## config.mk

```make
export PLATFORM = sky130hd
export DESIGN_NAME = ysyx_bus_sched
export DESIGN_NICKNAME = d
export VERILOG_FILES = /design/src/rtl/ysyx_bus_sched.sv
export SDC_FILE = /design/constraint.sdc
export NUM_CORES = 1
export LEC_CHECK = 0
export BUFFER_PORTS_ARGS = -buffer_cell sky130_fd_sc_hd__buf_2
export CAP_MARGIN = 10
export CORE_AREA = 2 2 156 158
export DETAILED_ROUTE_END_ITERATION = 10
export DIE_AREA = 0 0 158 160
export PLACE_DENSITY = 0.65
export SLEW_MARGIN = 20
export SYNTH_ARGS = -nofsm -noshare
export SYNTH_HDL_FRONTEND = slang
export SYNTH_SLANG_ARGS = --single-unit
```

## constraint.sdc

```tcl
create_clock -name clk -period 1.95 [get_ports clk]
set_input_delay 0.195 -clock clk [delete_from_list [all_inputs] [get_ports clk]]
set_output_delay 0.195 -clock clk [all_outputs]
set_load 0.02 [all_outputs]
```

## src/rtl/ysyx_bus_sched.sv

```systemverilog
// Single-outstanding AXI4 master shared by the IFU (INCR line fills) and the
// LSU (single-beat loads/stores). LSU requests win arbitration, except that
// after STARVE_MAX back-to-back LSU grants with a fetch waiting, the IFU goes next.
module ysyx_bus_sched #(
    parameter int BURST_LEN  = 4,
    parameter int STARVE_MAX = 3
) (
    input  logic        clk,
    input  logic        rst,
    output logic [31:0] io_master_araddr,
    output logic [7:0]  io_master_arlen,
    output logic [2:0]  io_master_arsize,
    output logic        io_master_arvalid,
    input  logic        io_master_arready,
    input  logic [63:0] io_master_rdata,
    input  logic [1:0]  io_master_rresp,
    input  logic        io_master_rlast,
    input  logic        io_master_rvalid,
    output logic [31:0] io_master_awaddr,
    output logic [2:0]  io_master_awsize,
    output logic        io_master_awvalid,
    input  logic        io_master_awready,
    output logic [63:0] io_master_wdata,
    output logic [7:0]  io_master_wstrb,
    output logic        io_master_wlast,
    output logic        io_master_wvalid,
    input  logic        io_master_wready,
    input  logic [1:0]  io_master_bresp,
    input  logic        io_master_bvalid,
    input  logic        ifu_req,
    input  logic [31:0] ifu_addr,
    output logic [31:0] ifu_rdata,
    output logic        ifu_rvalid,
    input  logic        lsu_req,
    input  logic        lsu_we,
    input  logic [31:0] lsu_addr,
    input  logic [1:0]  lsu_size,
    input  logic [31:0] lsu_wdata,
    output logic [31:0] lsu_rdata,
    output logic        lsu_done,
    output logic        bus_err
);

    typedef enum logic [2:0] {IDLE, IF_AR, IF_R, LS_AR, LS_R, LS_WR, LS_B} state_t;

    localparam logic [7:0] IF_ARLEN   = 8'(BURST_LEN - 1);
    localparam logic [7:0] STARVE_LIM = 8'(STARVE_MAX);

    state_t      state_reg, state_next;
    logic [7:0]  starve_reg, starve_next;
    logic [31:0] addr_reg, addr_next;
    logic [1:0]  size_reg, size_next;
    logic [31:0] wdata_reg, wdata_next;
    logic [3:0]  beat_reg, beat_next;
    logic        aw_done_reg, aw_done_next;
    logic        w_done_reg, w_done_next;
    logic        bus_err_reg, bus_err_next;

    logic        aw_hs, w_hs;
    logic [3:0]  strb_mask, strb_shift;
    logic [31:0] wdata_shift;
    logic [31:0] load_half, load_shift;

    // State and transaction context registers
    always_ff @(posedge clk) begin
        if (rst) begin
            state_reg   <= IDLE;
            starve_reg  <= '0;
            addr_reg    <= '0;
            size_reg    <= '0;
            wdata_reg   <= '0;
            beat_reg    <= '0;
            aw_done_reg <= 1'b0;
            w_done_reg  <= 1'b0;
            bus_err_reg <= 1'b0;
        end else begin
            state_reg   <= state_next;
            starve_reg  <= starve_next;
            addr_reg    <= addr_next;
            size_reg    <= size_next;
            wdata_reg   <= wdata_next;
            beat_reg    <= beat_next;
            aw_done_reg <= aw_done_next;
            w_done_reg  <= w_done_next;
            bus_err_reg <= bus_err_next;
        end
    end

    assign aw_hs = io_master_awvalid && io_master_awready;
    assign w_hs  = io_master_wvalid && io_master_wready;

    // Arbitration, channel sequencing and client completion pulses
    always_comb begin
        state_next   = state_reg;
        starve_next  = starve_reg;
        addr_next    = addr_reg;
        size_next    = size_reg;
        wdata_next   = wdata_reg;
        beat_next    = beat_reg;
        aw_done_next = aw_done_reg;
        w_done_next  = w_done_reg;
        bus_err_next = bus_err_reg;
        ifu_rvalid   = 1'b0;
        lsu_done     = 1'b0;
        case (state_reg)
            IDLE: begin
                if (lsu_req && ((starve_reg < STARVE_LIM) || !ifu_req)) begin
                    state_next   = lsu_we ? LS_WR : LS_AR;
                    starve_next  = ifu_req ? starve_reg + 8'd1 : 8'd0;
                    addr_next    = lsu_addr;
                    size_next    = lsu_size;
                    wdata_next   = lsu_wdata;
                    aw_done_next = 1'b0;
                    w_done_next  = 1'b0;
                end else if (ifu_req) begin
                    state_next  = IF_AR;
                    starve_next = 8'd0;
                    addr_next   = ifu_addr;
                    size_next   = 2'd2;
                    beat_next   = 4'd0;
                end
            end
            IF_AR: if (io_master_arready) state_next = IF_R;
            IF_R: begin
                if (io_master_rvalid) begin
                    ifu_rvalid = 1'b1;
                    beat_next  = beat_reg + 4'd1;
                    if (io_master_rresp != 2'b00) bus_err_next = 1'b1;
                    if (io_master_rlast) state_next = IDLE;
                end
            end
            LS_AR: if (io_master_arready) state_next = LS_R;
            LS_R: begin
                if (io_master_rvalid) begin
                    lsu_done   = 1'b1;
                    state_next = IDLE;
                    if (io_master_rresp != 2'b00) bus_err_next = 1'b1;
                end
            end
            LS_WR: begin
                // AW and W complete independently; leave once both are done
                aw_done_next = aw_done_reg || aw_hs;
                w_done_next  = w_done_reg || w_hs;
                if ((aw_done_reg || aw_hs) && (w_done_reg || w_hs)) state_next = LS_B;
            end
            LS_B: begin
                if (io_master_bvalid) begin
                    lsu_done   = 1'b1;
                    state_next = IDLE;
                    if (io_master_bresp != 2'b00) bus_err_next = 1'b1;
                end
            end
            default: state_next = IDLE;
        endcase
    end

    // Address channels driven purely from latched context so they hold steady
    assign io_master_araddr  = addr_reg;
    assign io_master_arlen   = (state_reg == IF_AR) ? IF_ARLEN : 8'd0;
    assign io_master_arsize  = {1'b0, size_reg};
    assign io_master_arvalid = (state_reg == IF_AR) || (state_reg == LS_AR);
    assign io_master_awaddr  = addr_reg;
    assign io_master_awsize  = {1'b0, size_reg};
    assign io_master_awvalid = (state_reg == LS_WR) && !aw_done_reg;
    assign io_master_wvalid  = (state_reg == LS_WR) && !w_done_reg;
    assign io_master_wlast   = io_master_wvalid;
    assign bus_err           = bus_err_reg;

    // Byte-lane mask for the store size before positioning within the word
    always_comb begin
        case (size_reg)
            2'd0:    strb_mask = 4'b0001;
            2'd1:    strb_mask = 4'b0011;
            default: strb_mask = 4'b1111;
        endcase
    end

    assign strb_shift  = strb_mask << addr_reg[1:0];
    assign wdata_shift = wdata_reg << {addr_reg[1:0], 3'b000};

    // Store data is replicated into both 32-bit halves; strobes select the half
    for (genvar gi = 0; gi < 2; gi++) begin : g_lane
        assign io_master_wdata[32*gi +: 32] = wdata_shift;
        assign io_master_wstrb[4*gi +: 4]   = (addr_reg[2] == (gi == 1)) ? strb_shift : 4'b0000;
    end

    // Fetch beats alternate halves as the beat address advances by 4 bytes
    assign ifu_rdata = (addr_reg[2] ^ beat_reg[0]) ? io_master_rdata[63:32] : io_master_rdata[31:0];

    assign load_half  = addr_reg[2] ? io_master_rdata[63:32] : io_master_rdata[31:0];
    assign load_shift = load_half >> {addr_reg[1:0], 3'b000};

    // Zero-extend the load to its access size
    always_comb begin
        case (size_reg)
            2'd0:    lsu_rdata = {24'd0, load_shift[7:0]};
            2'd1:    lsu_rdata = {16'd0, load_shift[15:0]};
            default: lsu_rdata = load_shift;
        endcase
    end

endmodule

```

# Word-level counts from Yosys, hierarchy flattened
# Index checks and enable logic that the tools add are counted.
[totals] reg_bits=84 output_inout_bits=221 word_cells=106
[classes] n_addsub=2 order_cmp=1 eq_ne=21 n_shift=3 muxes=41 n_bitwise=1 reduce_logical=28
[op_table] op="32-bit 2-to-1 mux" count=4
[op_table] op="32-bit case mux with 2 select lines" count=1
[op_table] op="32-bit by 5-bit left shift with 32-bit output" count=1
[op_table] op="32-bit by 5-bit >> shifter with 32-bit output" count=1
[op_table] op="3-bit 2-to-1 mux" count=10
[op_table] op="8-bit 2-to-1 mux" count=3
[op_table] op="2-bit != test (second input constant)" count=11
[op_table] op="3-bit case mux with 7 select lines" count=1
[op_table] op="4-bit 2-to-1 mux" count=5
[op_table] op="4-bit case mux with 2 select lines" count=2
[op_table] op="2-bit nonzero test" count=6
[op_table] op="3-bit == test (second input constant)" count=3
[op_table] op="8-bit by 1-bit adder with 8-bit output (second input constant)" count=1
[op_table] op="8-bit by 2-bit < comparator with 1-bit output (second input constant)" count=1
[op_table] op="1-bit 2-to-1 mux" count=8
[op_table] op="1-bit case mux with 2 select lines" count=4
[op_table] op="8-bit AND reduction" count=1
[op_table] op="3-bit by 2-bit == test with 1-bit output (second input constant)" count=2
[op_table] op="1-bit logical AND" count=6
[op_table] op="2-bit 2-to-1 mux" count=3
[op_table] op="2-bit AND reduction" count=3
[op_table] op="5-bit AND reduction" count=1
[op_table] op="4-bit by 1-bit adder with 4-bit output (second input constant)" count=1
[op_table] op="1-bit logical OR" count=4
[op_table] op="11 further kinds" count=14

# Depth between registers and ports, before layout
[depth] depth_word=7 ltp_mapped=7

# Least setup slack after synthesis
# OpenSTA, ideal clock, no wires.
[synth_timing] kind="reg2out" start="reg addr_reg[0] (netlist: io_master_araddr[0])" end="out io_master_wdata[59]" t_arrival_ns=2.114 required_time_ns=1.755 slack_ns=-0.359 path_stages_with_launch=7 path_cell_list="dfxtp_1 clkbuf_1 buf_1 buf_2 a211oi_1 a21oi_1 buf_4"
[synth_between] elab_chain_len=1
[synth_lines] item="start, declared" line="51" rtl="logic [31:0] addr_reg, addr_next;"
[synth_lines] item="start signal, assigned" line="79" rtl="addr_reg <= addr_next;"
[synth_lines] item="32-bit by 5-bit left shift with 32-bit output" line="179" rtl="assign wdata_shift = wdata_reg << {addr_reg[1:0], 3'b000};"
[synth_lines] item="end, declared" line="23" rtl="output logic [63:0] io_master_wdata,"
# Every way passes these cells.

# Worst setup path after layout
[layout_timing] start="reg addr_reg[2] (netlist: io_master_araddr[2])" end="out lsu_rdata[3]"
[layout_between] elab_chain_len=3
[layout_lines] item="32-bit 2-to-1 mux" line="190" rtl="assign load_half = addr_reg[2] ? io_master_rdata[63:32] : io_master_rdata[31:0];"
[layout_lines] item="32-bit by 5-bit >> shifter with 32-bit output" line="191" rtl="assign load_shift = load_half >> {addr_reg[1:0], 3'b000};"
[layout_lines] item="32-bit case mux with 2 select lines" line="195" rtl="case (size_reg)"
[layout_lines] item="end, declared" line="39" rtl="output logic [31:0] lsu_rdata,"
# Every way passes these cells.

==> results by group <==
Outcome
  • Status: finished with violations
  • Failing checks: negative setup slack

STA
  • Measured slew at the worst slew-check pin: 861 ps
  • Fmax: approximately 450 MHz
  • Clock Skews: approximately 9 ps
  • Setup ws final: -277 ps
  • RSZ-0062 raised after global routing: true
  • Minimum clock period: 2230 ps
  • Slew headroom: 0.426
  • Period utilization: 1.14
  • Fin. Hold Viols: 0
  • Setup-failing EPs final: 95
  • Max Transition Viols Final: 0

Floorplanning
  • # IOs: 398
  • Starting density of the core: 0.252
  • Core area: 23800 um2
  • Full die area: about 25000 um2
  • Rows: 57
  • Die H: ~160 um
  • Die width: 158 um

Critical path
  • Kind of critical path: reg2out
  • Worst Path Required: roughly 1800 ps
  • Kind of end point of the critical path: output port
  • Crit path arrival time: approximately 2000 ps
  • Setup crit start kind: register
  • Crit-path max FO: 5

CTS
  • CTS clk-pin slew, worst paths: roughly 70 ps
  • Cts bufs inserted: 9
  • Clk_lat worst skew: 330 ps
  • Max H-tree Level: 3
  • TritonCTS clock tree: done
  • Maximum clock path buffer count: 2
  • Clock sinks: 81
  • Root buf cell: clkbuf_16

Pwr
  • Reg power frac: 0.194
  • Leak: ~0.0046 uW
  • Cell-internal power: between 6000 and 7000 uW
  • P_sw: between 5000 and 6000 uW
  • Comb power frac: 0.652
  • Pwr Density: about 1200 nW/um2
  • Sw frac: 0.459
  • Power Total: approximately 12000 uW
  • VDD IR-drop max: slightly below 500 uV
  • Clock power share: 0.153

Logic synthesis
  • Post-synth EDFFs: 0
  • Yosys top cell by area: dfxtp_1
  • Synthesized flop and latch total: a little over 80
  • Post-synth cell types: 55
  • Cell area after synthesis: 5990 um2
  • Top cells by count, synth: nor2_1, dfxtp_1, buf_4
  • Syn Inst Count: slightly below 800
  • Post-Synthesis Mean Instance Area: a little under 8 um2
  • Ys async rst share: 0
  • Synth area leaders: dfxtp_1, buf_4, mux2_2
  • Top-count cell post-synth: nor2_1
  • Sequential fraction of the synthesis area: 0.271
  • Main synth FF type: dfxtp_1
  • Synth warnings: 0
  • Area fraction of the dominant cell type after synthesis: 0.271

Global route
  • Initial antenna violation count: 8
  • Remaining Overflow, GRT: 0
  • Overall routing resource usage: 0.191
  • Largest net degree at the start of global routing: 65
  • Global-route wire length before repair: roughly 37000 um
  • Vias in the first global route: 6602

Place
  • Pre-CTS WS: -8.00 ps
  • HPWL Detailed: 19200 um
  • Gpl congestion: a little under 0.9
  • Port Buffers: ~400

Detailed routing
  • Total number of vias: ~7400
  • Pre-antenna DRT Iters: 5
  • Final Routed Wirelength: 28900 um
  • Post-route ant nets: 0
  • 1st-iter DRT viols: 462
  • Routed len/inst: 20.0 um
  • Via density: 5.13
  • Residual DRC: 0

Cells and area
  • Layout Nets: about 1300
  • Fillcell total: approximately 2300
  • Area grow syn2layout: 70.5%
  • Share of cells above drive strength 1: 0.615

Job
  • Max_cap viols: 0

Min path
  • Min-delay worst type: in2reg
power by group through the flow:
stage | logic [uW] | registers (uW) | clock network [uW]
after CTS | 6600 | 2290 | 1860
after floorplan | 4120 | 2430 | 0
final | 7750 | 2310 | 1820
after global routing | 8150 | 2350 | 1930
after global placement | 5970 | 2300 | 0
after detailed placement | 5990 | 2300 | 0
worst paths after layout:
path	from	endpoint	slack [ps]	cells past startpoint
setup / recovery	io_master_araddr[2]$_SDFFE_PP0P_	lsu_rdata[3]	-280	6
hold reg to reg	wdata_reg[26]$_SDFFE_PP0P_	wdata_reg[26]$_SDFFE_PP0P_	470	2
setup reg to reg	starve_reg[1]$_SDFFE_PP0P_	io_master_araddr[11]$_SDFFE_PP0P_	-160	7
hold / removal	lsu_wdata[2]	wdata_reg[2]$_SDFFE_PP0P_	120	3
per-stage QoR:
step / instance area [um2] / cells / hold slack [ps] / TNS, ps / util
final: 10200 / 1440 / 115 / -12290 / 0.429
after global routing: 10200 / 1439 / 109 / -18370 / 0.429
after CTS: 8850 / 1417 / 92.6 / -11800 / 0.371
after detailed placement: 8030 / 1391 / 454 / -8.00 / 0.337
after global placement: 8030 / 1391 / 448 / 0 / 0.337
after floorplan: 6080 / 782 / 343 / 0 / -
critical path: stages, from the launching register on:
cell and delay (ps):
dfxtp_4 420, buf_12 140, buf_16 130, mux2i_2 280
a21oi_2 120, a221o_1 440, buf_6 160
metal layers:
layer,vias to the layer above,GRT usage,routed length (um)
met5,-,0,55
met4,8,0.0962,1470
li1,3395,-,-
met2,416,0.352,14700
met1,3489,0.196,10100
met3,72,0.0529,2500
final cells by class:
type	count	area, um2	share of cell area
multi-input cells	546	4480	0.438
repair buffers	466	3370	0.329
flip-flops and latches	81	1630	0.160
well taps	324	405	0.0397
clock buffers	10	229	0.0224
clock inverters	5	81.3	0.00796
inverters	5	18.8	0.00184
diodes	3	7.51	0.000735
layout by cell type (no fill, tap or decap), types with 16 or more instances in the layout:
cell type    n
a21oi_2     37
clkbuf_16   16
mux2_4      47
nand3_1     22
a21oi_1     24
buf_12      17
dfxtp_1     76
a311oi_2    18
nor2_1      68
nand3_2     29
buf_2      328
o21ai_0     65
nand2_1     16
mux2i_1     22
buf_4       44
buf_6       64
timing repair:
item,CTS,global route
gates resized for setup,88,261
gates cloned,5,8
pin swaps,16,98
buffers inserted,7,15
endpoints found under the setup margin,88,167
hold buffers,0,0
cell families (layout without fill, tap and decap cells):
group / after synthesis / count (layout) / share of synthesized area
compound gates: 220 / 220 / 0.234
xor+xnor: 3 / 3 / 0.00438
fa+ha+maj: 1 / 1 / 0.00209
buf+inv: 155 / 486 / 0.153
flops: 81 / 81 / 0.271
mux: 80 / 80 / 0.144
other cells: 1 / 11 / 0.000626
simple gates: 234 / 234 / 0.191
(Power assumes the default switching activity.)
